--- src/rtl/uart_tx_arbiter.sv ---
`default_nettype none
// ============================================================================
// Module   : uart_tx_arbiter
// Function : Round-robin share of one UART TX byte stream among NUM_REQ
//            requesters; grant held per frame or per MAX_BURST bytes.
// Revision : 1.0
// ============================================================================
module uart_tx_arbiter #(
    parameter int NUM_REQ    = 4,
    parameter int DATA_WIDTH = 8,
    parameter int MAX_BURST  = 16
) (
    input  logic                          CLK,
    input  logic                          RST,
    input  logic [NUM_REQ*DATA_WIDTH-1:0] REQ_DATA,
    input  logic [NUM_REQ-1:0]            REQ_VALID,
    input  logic [NUM_REQ-1:0]            REQ_LAST,
    output logic [NUM_REQ-1:0]            REQ_READY,
    output logic [DATA_WIDTH-1:0]         TX_DATA,
    output logic                          TX_VALID,
    input  logic                          TX_READY,
    output logic [NUM_REQ-1:0]            GRANT,
    output logic                          BUSY
);

    localparam int c_IDX_W = $clog2(NUM_REQ);
    localparam int c_CNT_W = (MAX_BURST > 0) ? $clog2(MAX_BURST + 1) : 1;
    localparam logic [c_CNT_W-1:0] c_BURST_END = c_CNT_W'((MAX_BURST > 0) ? MAX_BURST - 1 : 0);
    localparam logic [c_IDX_W-1:0] c_PTR_RST   = c_IDX_W'(NUM_REQ - 1);

    typedef enum logic [0:0] {
        S_IDLE = 1'b0,
        S_OWN  = 1'b1
    } state_t;

    state_t               r_state;
    logic [NUM_REQ-1:0]   r_grant;
    logic [c_IDX_W-1:0]   r_gidx;
    logic [c_IDX_W-1:0]   r_ptr;
    logic [c_CNT_W-1:0]   r_count;

    logic                  w_found;
    logic [c_IDX_W-1:0]    w_sel;
    logic [DATA_WIDTH-1:0] w_tx_data;
    logic                  w_tx_valid;
    logic                  w_last;
    logic                  w_xfer;
    logic                  w_burst_hit;

    // First valid requester searching upward from r_ptr+1 with wrap.
    always_comb begin
        w_found = 1'b0;
        w_sel   = '0;
        for (int k = 1; k <= NUM_REQ; k++) begin
            int               idx;
            logic [c_IDX_W-1:0] cand;
            idx = int'(r_ptr) + k;
            if (idx >= NUM_REQ) begin
                idx = idx - NUM_REQ;
            end
            cand = c_IDX_W'(idx);
            if (!w_found && REQ_VALID[cand]) begin
                w_found = 1'b1;
                w_sel   = cand;
            end
        end
    end

    // r_grant is one-hot in OWN and zero in IDLE, so it doubles as the mux select.
    always_comb begin
        w_tx_data  = '0;
        w_tx_valid = 1'b0;
        w_last     = 1'b0;
        for (int i = 0; i < NUM_REQ; i++) begin
            if (r_grant[i]) begin
                w_tx_data  = REQ_DATA[i*DATA_WIDTH +: DATA_WIDTH];
                w_tx_valid = REQ_VALID[i];
                w_last     = REQ_LAST[i];
            end
        end
    end

    assign w_xfer      = w_tx_valid & TX_READY;
    assign w_burst_hit = (MAX_BURST != 0) && (r_count == c_BURST_END);

    always_ff @(posedge CLK or posedge RST) begin
        if (RST) begin
            r_state <= S_IDLE;
            r_grant <= '0;
            r_gidx  <= '0;
            r_ptr   <= c_PTR_RST;
            r_count <= '0;
        end else begin
            case (r_state)
                S_IDLE: begin
                    if (w_found) begin
                        r_state <= S_OWN;
                        r_grant <= NUM_REQ'(1) << w_sel;
                        r_gidx  <= w_sel;
                        r_count <= '0;
                    end
                end
                S_OWN: begin
                    if (w_xfer) begin
                        if (w_last || w_burst_hit) begin
                            r_state <= S_IDLE;
                            r_grant <= '0;
                            r_ptr   <= r_gidx;
                            r_count <= '0;
                        end else if (MAX_BURST != 0) begin
                            r_count <= r_count + 1'b1;
                        end
                    end
                end
                default: begin
                    r_state <= S_IDLE;
                    r_grant <= '0;
                end
            endcase
        end
    end

    assign GRANT     = r_grant;
    assign BUSY      = (r_state == S_OWN);
    assign TX_DATA   = w_tx_data;
    assign TX_VALID  = w_tx_valid;
    assign REQ_READY = r_grant & {NUM_REQ{TX_READY}};

endmodule
`default_nettype wire
--- config.mk ---
export PLATFORM = sky130hd
export DESIGN_NAME = uart_tx_arbiter
export DESIGN_NICKNAME = d
export VERILOG_FILES = /design/src/rtl/uart_tx_arbiter.sv
export SDC_FILE = /design/constraint.sdc
export NUM_CORES = 1
export LEC_CHECK = 0
export CAP_MARGIN = 0
export CORE_MARGIN = 10
export CORE_UTILIZATION = 41
export DETAILED_ROUTE_END_ITERATION = 6
export PLACE_DENSITY = 0.85
export SYNTH_ARGS = -nofsm -noshare
export SYNTH_HDL_FRONTEND = slang
export SYNTH_SLANG_ARGS = --single-unit
--- constraint.sdc ---
create_clock -name CLK -period 3.15 [get_ports CLK]
set_clock_uncertainty 0.15 [all_clocks]
set_input_delay 0.4725 -clock CLK [delete_from_list [all_inputs] [get_ports CLK]]
set_output_delay 0.4725 -clock CLK [all_outputs]
set_load 0.02 [all_outputs]
==> qor.txt, run 1 <==
Post-DP Area - 1650 um2
Post-synth top flop - dfrtp_1
static leakage - 0.686 nW
final cell count without fillers - 216
GPL Wtd Cong - 0.859
Slew headroom - 0.556
post-synthesis cell count - 130
DRC viols - 0
Ant. Diodes - 0
Critical Path End Type - output port
Power Density - 800 nW/um2
Syn Std Cell Area - 1060 um2
Crit path required time - 2.53 ns
final hold vios - 0
final setup fails - 0
cts bufs inserted - 3
Synthesized Nets - 175
core area - 2480 um2
CP max FO - 23
# Max-Cap Violations - 0
#FFs+latches synth - 14
largest net degree at the start of global routing - 25
Post-synth ARST share - 1.00
initial antenna violation count - 0
Synth-to-Final Area Change - 60.2%
Clock Path Buffers - 2
fin util - 0.683
htree depth - 1
DR vias/cell - 5.67
placed insts - 212
fin crit share - 0.903
RSZ-0062 raised after global routing - false
critical path data arrival time - 2.22 ns
First-pass DRT Iterations - 4
row count - 18
Die Wd - 70.8 um
min cycle time layout - 2.84 ns
finished layout cell area - 1690 um2
unique cell type count in the Yosys netlist - 34
ANT nets after route - 0
Worst-Skew Late Latency - 0.30 ns
Nets - 232
WL/cell - 17.6 um
Starting Density - 0.426
CTS tree - built
DRT iter0 DRCs - 90
Ys Warns - 0
Final HPWL DP - 3090 um
clock sinks - 14
Setup CP Type - flip-flop to output port
die area - 5010 um2
R2R Setup Slk - 0.73 ns
clock-pin slew on the worst setup and hold paths - 0.09 ns
first-pass GRT wire length - 5980 um
slew at the pin closest to its max-slew limit - 0.667 ns
All-Layer GR Usage - 0.144
CTS root buffer - clkbuf_4
sequential area share after synthesis - 0.334
Setup TNS Final - 0 ns
Startpoint Class - flip-flop
Ports - 61
worst vdd ir - 0.000542 V
fmax - 0.352 GHz
outcome - completed
syn avg cell area - 8.12 um2
Hold Path Class - flip-flop to flip-flop
Die Ht - 70.8 um
vias in the first global route - 1212
fin. max-slew vios - 0
layout cells sized above 1 - 0.0806
via count - 1224
final total power - 0.00135 W
Overflow after GRT - 0
DRT Wirelength - 3800 um
count of input and output buffers - 60
Post-synth EDFFs - 0
-- Yosys cell counts (2+ instances only) --
cell,n,area [um2]
clkbuf_1,6,22.5
a21o_1,3,22.5
a211oi_1,3,22.5
inv_1,7,26.3
nand2_1,16,60.1
buf_6,2,22.5
dfrtp_1,12,300
nor2b_1,3,18.8
mux2_4,2,30.0
o21ai_0,13,65.1
dfstp_2,2,52.6
a221o_1,3,30.0
nor4_1,2,12.5
o32ai_1,4,35.0
or2_2,2,12.5
nand3_1,2,10.0
a22oi_1,8,60.1
and2_1,5,31.3
a21oi_1,11,55.1
ha_1,2,25.0
nor2_1,9,33.8
-- logic make-up after synthesis --
family | after synthesis | synth area share
mux | 4 | 0.0486
compound gates | 50 | 0.315
fa+ha+maj | 2 | 0.0237
simple gates | 44 | 0.207
buf+inv | 16 | 0.0711
flops | 14 | 0.334
-- metrics by stage --
stage	hold WS [ns]	setup WS, ns
3_5_place_dp	0.320	0.379
6_report	0.340	0.307
5_1_grt	0.367	0.0897
4_1_cts	0.342	0.110
2_1_floorplan	0.210	0.682
3_3_place_gp	0.310	0.440
-- cells in the final DEF (no fill, tap or decap), types with 2 or more instances in the layout --
master,n
inv_1,7
clkdlybuf4s50_1,60
dfstp_2,2
nor4_1,2
a211oi_1,3
ha_1,2
dfrtp_1,12
nor2_1,9
clkbuf_4,3
a22oi_1,8
a21o_1,3
o21ai_0,13
nor2b_1,2
mux2_4,2
a221o_1,3
nand2_1,16
and2_1,5
a21oi_1,11
nand3_1,2
or2_2,2
o32ai_1,4
-- report_power, final --
group	total, W	internal, W	leakage (nW)	switching, W
clock network	0.000135	0.0000706	0.0210	0.0000643
logic	0.000856	0.000426	0.490	0.000430
registers	0.000363	0.000253	0.175	0.000110
total	0.00135	0.000750	0.686	0.000604
-- sequential cells by signal (all words and copies together) (netlist names) --
register / count
GRANT: 4
r_gidx: 2
r_ptr: 2
BUSY: 1
r_count: 5
-- worst paths after layout --
path,start,end,cells after the start
worst max-delay path,GRANT[2],TX_VALID,3
worst max register to register,GRANT[2],r_count[2],5
max in group asynchronous,RST,r_ptr[0],2
worst min register to register,r_count[4],r_count[4],1
worst min-delay path,r_count[4],r_count[4],1
min in group asynchronous,RST,BUSY,2
-- routing by layer --
layer	vias up	GRT usage	part of all wire
met5	-	0	0
li1	589	-	-
met1	566	0.174	0.44
met3	9	0.0446	0.092
met4	0	0.0624	0.023
met2	60	0.228	0.45
-- layout make-up --
cell class / instances / area [um2]
clock buffers: 4 / 36.3
inverters: 7 / 26.3
fillers: 212 / 786
flip-flops and latches: 14 / 353
repair buffers: 61 / 608
well taps: 30 / 37.5
multi-input cells: 100 / 631
-- critical path: stages (launching register included) --
cell and delay, ns:
dfrtp_1 0.78, a211oi_1 0.10, a211oi_1 0.37, clkdlybuf4s50_1 0.68
-- repair_timing --
action                     CTS  global route
setup endpoints to repair    0             8
gates resized for setup      0             1
hold buffers                 0             0
buffers inserted             0             0
No activity file was read; power rests on OpenSTA's default activity.
==> run 2: changes to the inputs <==
- clock period: 3.15 -> 3.5 ns (I/O delays scaled with it)
==> run 2 against run 1 <==
Sequential cell count stayed put. Global-route usage up 0.077 points. Combinational power decreased by 13%. Sequential power fell by 4%. First-iteration DRC count grew 2.2%. Cell count is 0.46% lower. Via count increased by 0.16%. Non-clock buffer count fell by 1. Sequential share of layout area increased by 0.12 points. Power down 11%. Cell area decreased by 0.59%.
==> qor.txt, run 2 (same netlist as run 1, synthesis figures left out) <==
WL/cell - 17.6 um
slew at the pin closest to its max-slew limit - 0.699 ns
fin crit share - 0.932
Setup CP Type - flip-flop to output port
All-Layer GR Usage - 0.145
largest net degree at the start of global routing - 25
Hold Slack - 0.339 ns
Starting Density - 0.426
commonest non-fill, non-tap cell in the layout - clkdlybuf4s50_1
Nets - 231
static leakage - 0.680 nW
via count - 1226
final hold vios - 0
First-pass DRT Iterations - 4
Setup TNS Final - 0 ns
Worst-Skew Late Latency - 0.28 ns
Crit path required time - 2.82 ns
layout cells sized above 1 - 0.0703
DRT Wirelength - 3790 um
final setup fails - 0
Top reg by flops - r_count
min cycle time layout - 3.26 ns
Synth-to-Final Area Change - 59.2%
core area - 2480 um2
Startpoint Class - flip-flop
Critical Path End Type - output port
ANT nets after route - 0
CTS root buffer - clkbuf_4
Final HPWL DP - 3080 um
max reg flops - 5
Resize count post-CTS - 0
Die Ht - 70.8 um
Ports - 61
worst vdd ir - 0.000553 V
row count - 18
CTS tree - built
htree depth - 1
Die Wd - 70.8 um
fin. max-slew vios - 0
Slew headroom - 0.534
clock-pin slew on the worst setup and hold paths - 0.08 ns
Overflow after GRT - 0
vias in the first global route - 1234
first-pass GRT wire length - 6090 um
DRT iter0 DRCs - 92
Clock Path Buffers - 2
CP max FO - 15
initial antenna violation count - 0
cts bufs inserted - 3
Hold Path Class - flip-flop to flip-flop
count of input and output buffers - 60
number of fill cells - 214
clock sinks - 14
Power Density - 717 nW/um2
Ant. Diodes - 0
DRC viols - 0
DR vias/cell - 5.70
outcome - completed
die area - 5010 um2
# Max-Cap Violations - 0
GPL Wtd Cong - 0.873
most frequent cells in the layout - clkdlybuf4s50_1 (60), nand2_1 (16), o21ai_0 (13), dfrtp_1 (12), a21oi_1 (11)
fmax - 0.307 GHz
Hold-fix buffers, CTS - 0
number of setup buffers added after CTS - 0
RSZ-0062 raised after global routing - false
critical path data arrival time - 2.59 ns
==> run 2: metal layers <==
| layer | vias up | wire, um | track usage |
|---|---|---|---|
| met5 | - | 0 | 0 |
| li1 | 585 | - | - |
| met1 | 575 | 1630 | 0.173 |
| met4 | 0 | 27 | 0.0366 |
| met3 | 5 | 367 | 0.0460 |
| met2 | 61 | 1770 | 0.243 |
==> run 2: per-stage QoR <==
| step | utilization | setup WS [ns] | area [um2] | cells | power, W |
|---|---|---|---|---|---|
| after detailed placement | 0.664 | 0.556 | 1650 | 211 | 0.00109 |
| after global routing | 0.679 | 0.00760 | 1680 | 215 | 0.00130 |
| after global placement | 0.664 | 0.666 | 1650 | 211 | 0.00106 |
| after CTS | 0.679 | 0.249 | 1680 | 215 | 0.00121 |
| final | 0.679 | 0.237 | 1680 | 215 | 0.00121 |
| after floorplan | - | 1.03 | 1060 | 130 | 0.000774 |
==> run 2: path summary, 6_finish.rpt <==
kind                            start    endpoint  slack (ns)  depth (start not counted)
min in group asynchronous         RST  r_count[1]        0.41                          2
min reg2reg                r_count[4]  r_count[4]        0.34                          1
max reg2reg                  GRANT[1]    r_ptr[0]        1.02                          5
max                          GRANT[1]  TX_DATA[2]        0.24                          6
max in group asynchronous         RST    r_ptr[1]        2.43                          2
min                        r_count[4]  r_count[4]        0.34                          1
==> run 2: where the power goes <==
group / leakage [nW] / switching, W / internal, W / total (W)
clock: 0.0210 / 0.0000509 / 0.0000633 / 0.000114
sequential: 0.175 / 0.000121 / 0.000228 / 0.000349
combinational: 0.485 / 0.000368 / 0.000375 / 0.000743
total: 0.680 / 0.000540 / 0.000666 / 0.00121
==> run 2: final cells by class <==
class,instances,area [um2],area share
Sequential cell,14,353,0.210
Tap cell,30,37.5,0.0223
Clock buffer,4,36.3,0.0216
Multi-Input combinational cell,100,628,0.374
Timing Repair Buffer,60,601,0.357
Inverter,7,26.3,0.0156
==> run 2: worst max-delay path, cell delays in order, from the launching register on <==
cell             delay (ns)
dfrtp_1                0.56
nor2b_1                0.58
a22oi_1                0.14
nor2_1                 0.13
a21oi_1                0.07
o21ai_0                0.19
clkdlybuf4s50_1        0.63
==> run 3: changes to the inputs <==
- CTS_CLUSTER_DIAMETER: not set -> 150
- RECOVER_POWER: not set -> 100
==> run 3 against run 2 <==
Sequential power hardly changed. Cell count did not move. Combinational power is 5.7% lower. Largest cell class unchanged.
==> qor.txt, run 3 (same netlist as run 1, synthesis figures left out) <==
CP peak stage delay - 0.70 ns
row count - 18
CTS root buffer - clkbuf_4
Hold Path Class - flip-flop to flip-flop
R2R cell count - 5
DRT Wirelength - 3780 um
WL/cell - 17.6 um
Overflow after GRT - 0
Die Ht - 70.8 um
Starting Density - 0.426
fin. max-slew vios - 0
worst vdd ir - 0.000506 V
DRT iter0 DRCs - 95
final total power - 0.00116 W
count of input and output buffers - 60
Net Switching - 0.000530 W
Startpoint Class - flip-flop
slew at the pin closest to its max-slew limit - 0.680 ns
Worst-Skew Late Latency - 0.27 ns
Hold-fix buffers, CTS - 0
hold path depth - 2
Die Wd - 70.8 um
final cell count without fillers - 215
Setup TNS Final - 0 ns
combinational cell fraction of total power - 0.604
static leakage - 0.702 nW
clock-pin slew on the worst setup and hold paths - 0.08 ns
placed insts - 211
Resize count post-CTS - 0
commonest non-fill, non-tap cell in the layout - clkdlybuf4s50_1
Ports - 61
share of total power in the clock network - 0.096
via count - 1221
core area - 2480 um2
htree depth - 1
outcome - completed
Critical Path End Type - output port
critical path data arrival time - 2.60 ns
sw frac - 0.457
DR vias/cell - 5.68
most frequent cells in the layout - clkdlybuf4s50_1 (46), nand2_1 (16), dlygate4sd3_1 (14), o21ai_0 (13), dfrtp_1 (12)
clock sinks - 14
initial antenna violation count - 0
fin crit share - 0.934
Final HPWL DP - 3080 um
Worst path depth - 6
CTS tree - built
# Max-Cap Violations - 0
First-pass DRT Iterations - 4
Crit path required time - 2.82 ns
CP max stage cell - dlygate4sd3_1
vias in the first global route - 1234
final hold vios - 0
Crit path max-delay family - simple AND/OR/NAND/NOR gates
share of total power in sequential cells - 0.300
DP Worst Slack - 0.556 ns
fmax - 0.306 GHz
CP max FO - 15
die area - 5010 um2
Nets - 231
Slew headroom - 0.547
ANT nets after route - 0
Post-DP Area - 1650 um2
Buf/Inv on CP - 1
min cycle time layout - 3.27 ns
critical-path cell list - nor2b_1 -> a22oi_1 -> nor2_1 -> a21oi_1 -> o21ai_0 -> dlygate4sd3_1
finished layout cell area - 1670 um2
first-pass GRT wire length - 6090 um
setup ws final - 0.230 ns
Ant. Diodes - 0
Setup CP Type - flip-flop to output port
cts bufs inserted - 3
number of fill cells - 217
All-Layer GR Usage - 0.145
Synth-to-Final Area Change - 57.8%
Top reg by flops - r_count
GPL Wtd Cong - 0.873
layout cells sized above 1 - 0.0541
number of setup buffers added after CTS - 0
DRC viols - 0
Clock Path Buffers - 2
RSZ-0062 raised after global routing - false
Power Density - 697 nW/um2
largest net degree at the start of global routing - 25
max reg flops - 5
internal power - 0.000631 W
final setup fails - 0
## run 3: metrics by stage
stage               hold slack (ns)  utilization
global placement              0.309        0.664
finish                        0.338        0.673
global route                  0.359        0.673
detailed placement            0.330        0.664
CTS                           0.346        0.679
floorplan                     0.263            -
## run 3: power by group through the flow
| stage | registers, W | logic [W] | clock network, W |
|---|---|---|---|
| 6_report | 0.000348 | 0.000701 | 0.000112 |
| 5_1_grt | 0.000362 | 0.000767 | 0.000123 |
| 4_1_cts | 0.000345 | 0.000748 | 0.000114 |
| 3_5_place_dp | 0.000348 | 0.000744 | 0 |
| 3_3_place_gp | 0.000339 | 0.000723 | 0 |
| 2_1_floorplan | 0.000294 | 0.000480 | 0 |
## run 3: final timing paths
kind / from / end / slack [ns]
worst max-delay path: GRANT[1] / TX_DATA[1] / 0.23
worst min-delay path: r_gidx[1] / r_gidx[1] / 0.34
worst max register to register: GRANT[1] / r_ptr[1] / 0.75
worst min register to register: r_gidx[1] / r_gidx[1] / 0.34
max in group asynchronous: RST / r_ptr[1] / 2.29
min in group asynchronous: RST / r_count[1] / 0.56
## run 3: layer usage
metal  track usage  share of wire  up-vias
met5             0              0        -
met4        0.0366         0.0050        0
met3        0.0460          0.095        4
met2         0.243           0.47       59
met1         0.173           0.43      570
li1              -              -      588
## run 3: worst reg2reg max path, stage by stage (launching register included)
cell,delay (ns)
dfrtp_1,0.55
nor2b_1,0.58
a221o_1,0.26
a221o_1,0.24
nor2b_1,0.52
mux2_2,0.40
## run 3: final cells by class
class	count	area, um2	share of cell area
multi-input cells	100	613	0.368
inverters	7	26.3	0.0158
flip-flops and latches	14	353	0.212
well taps	30	37.5	0.0225
repair buffers	60	601	0.360
clock buffers	4	36.3	0.0218
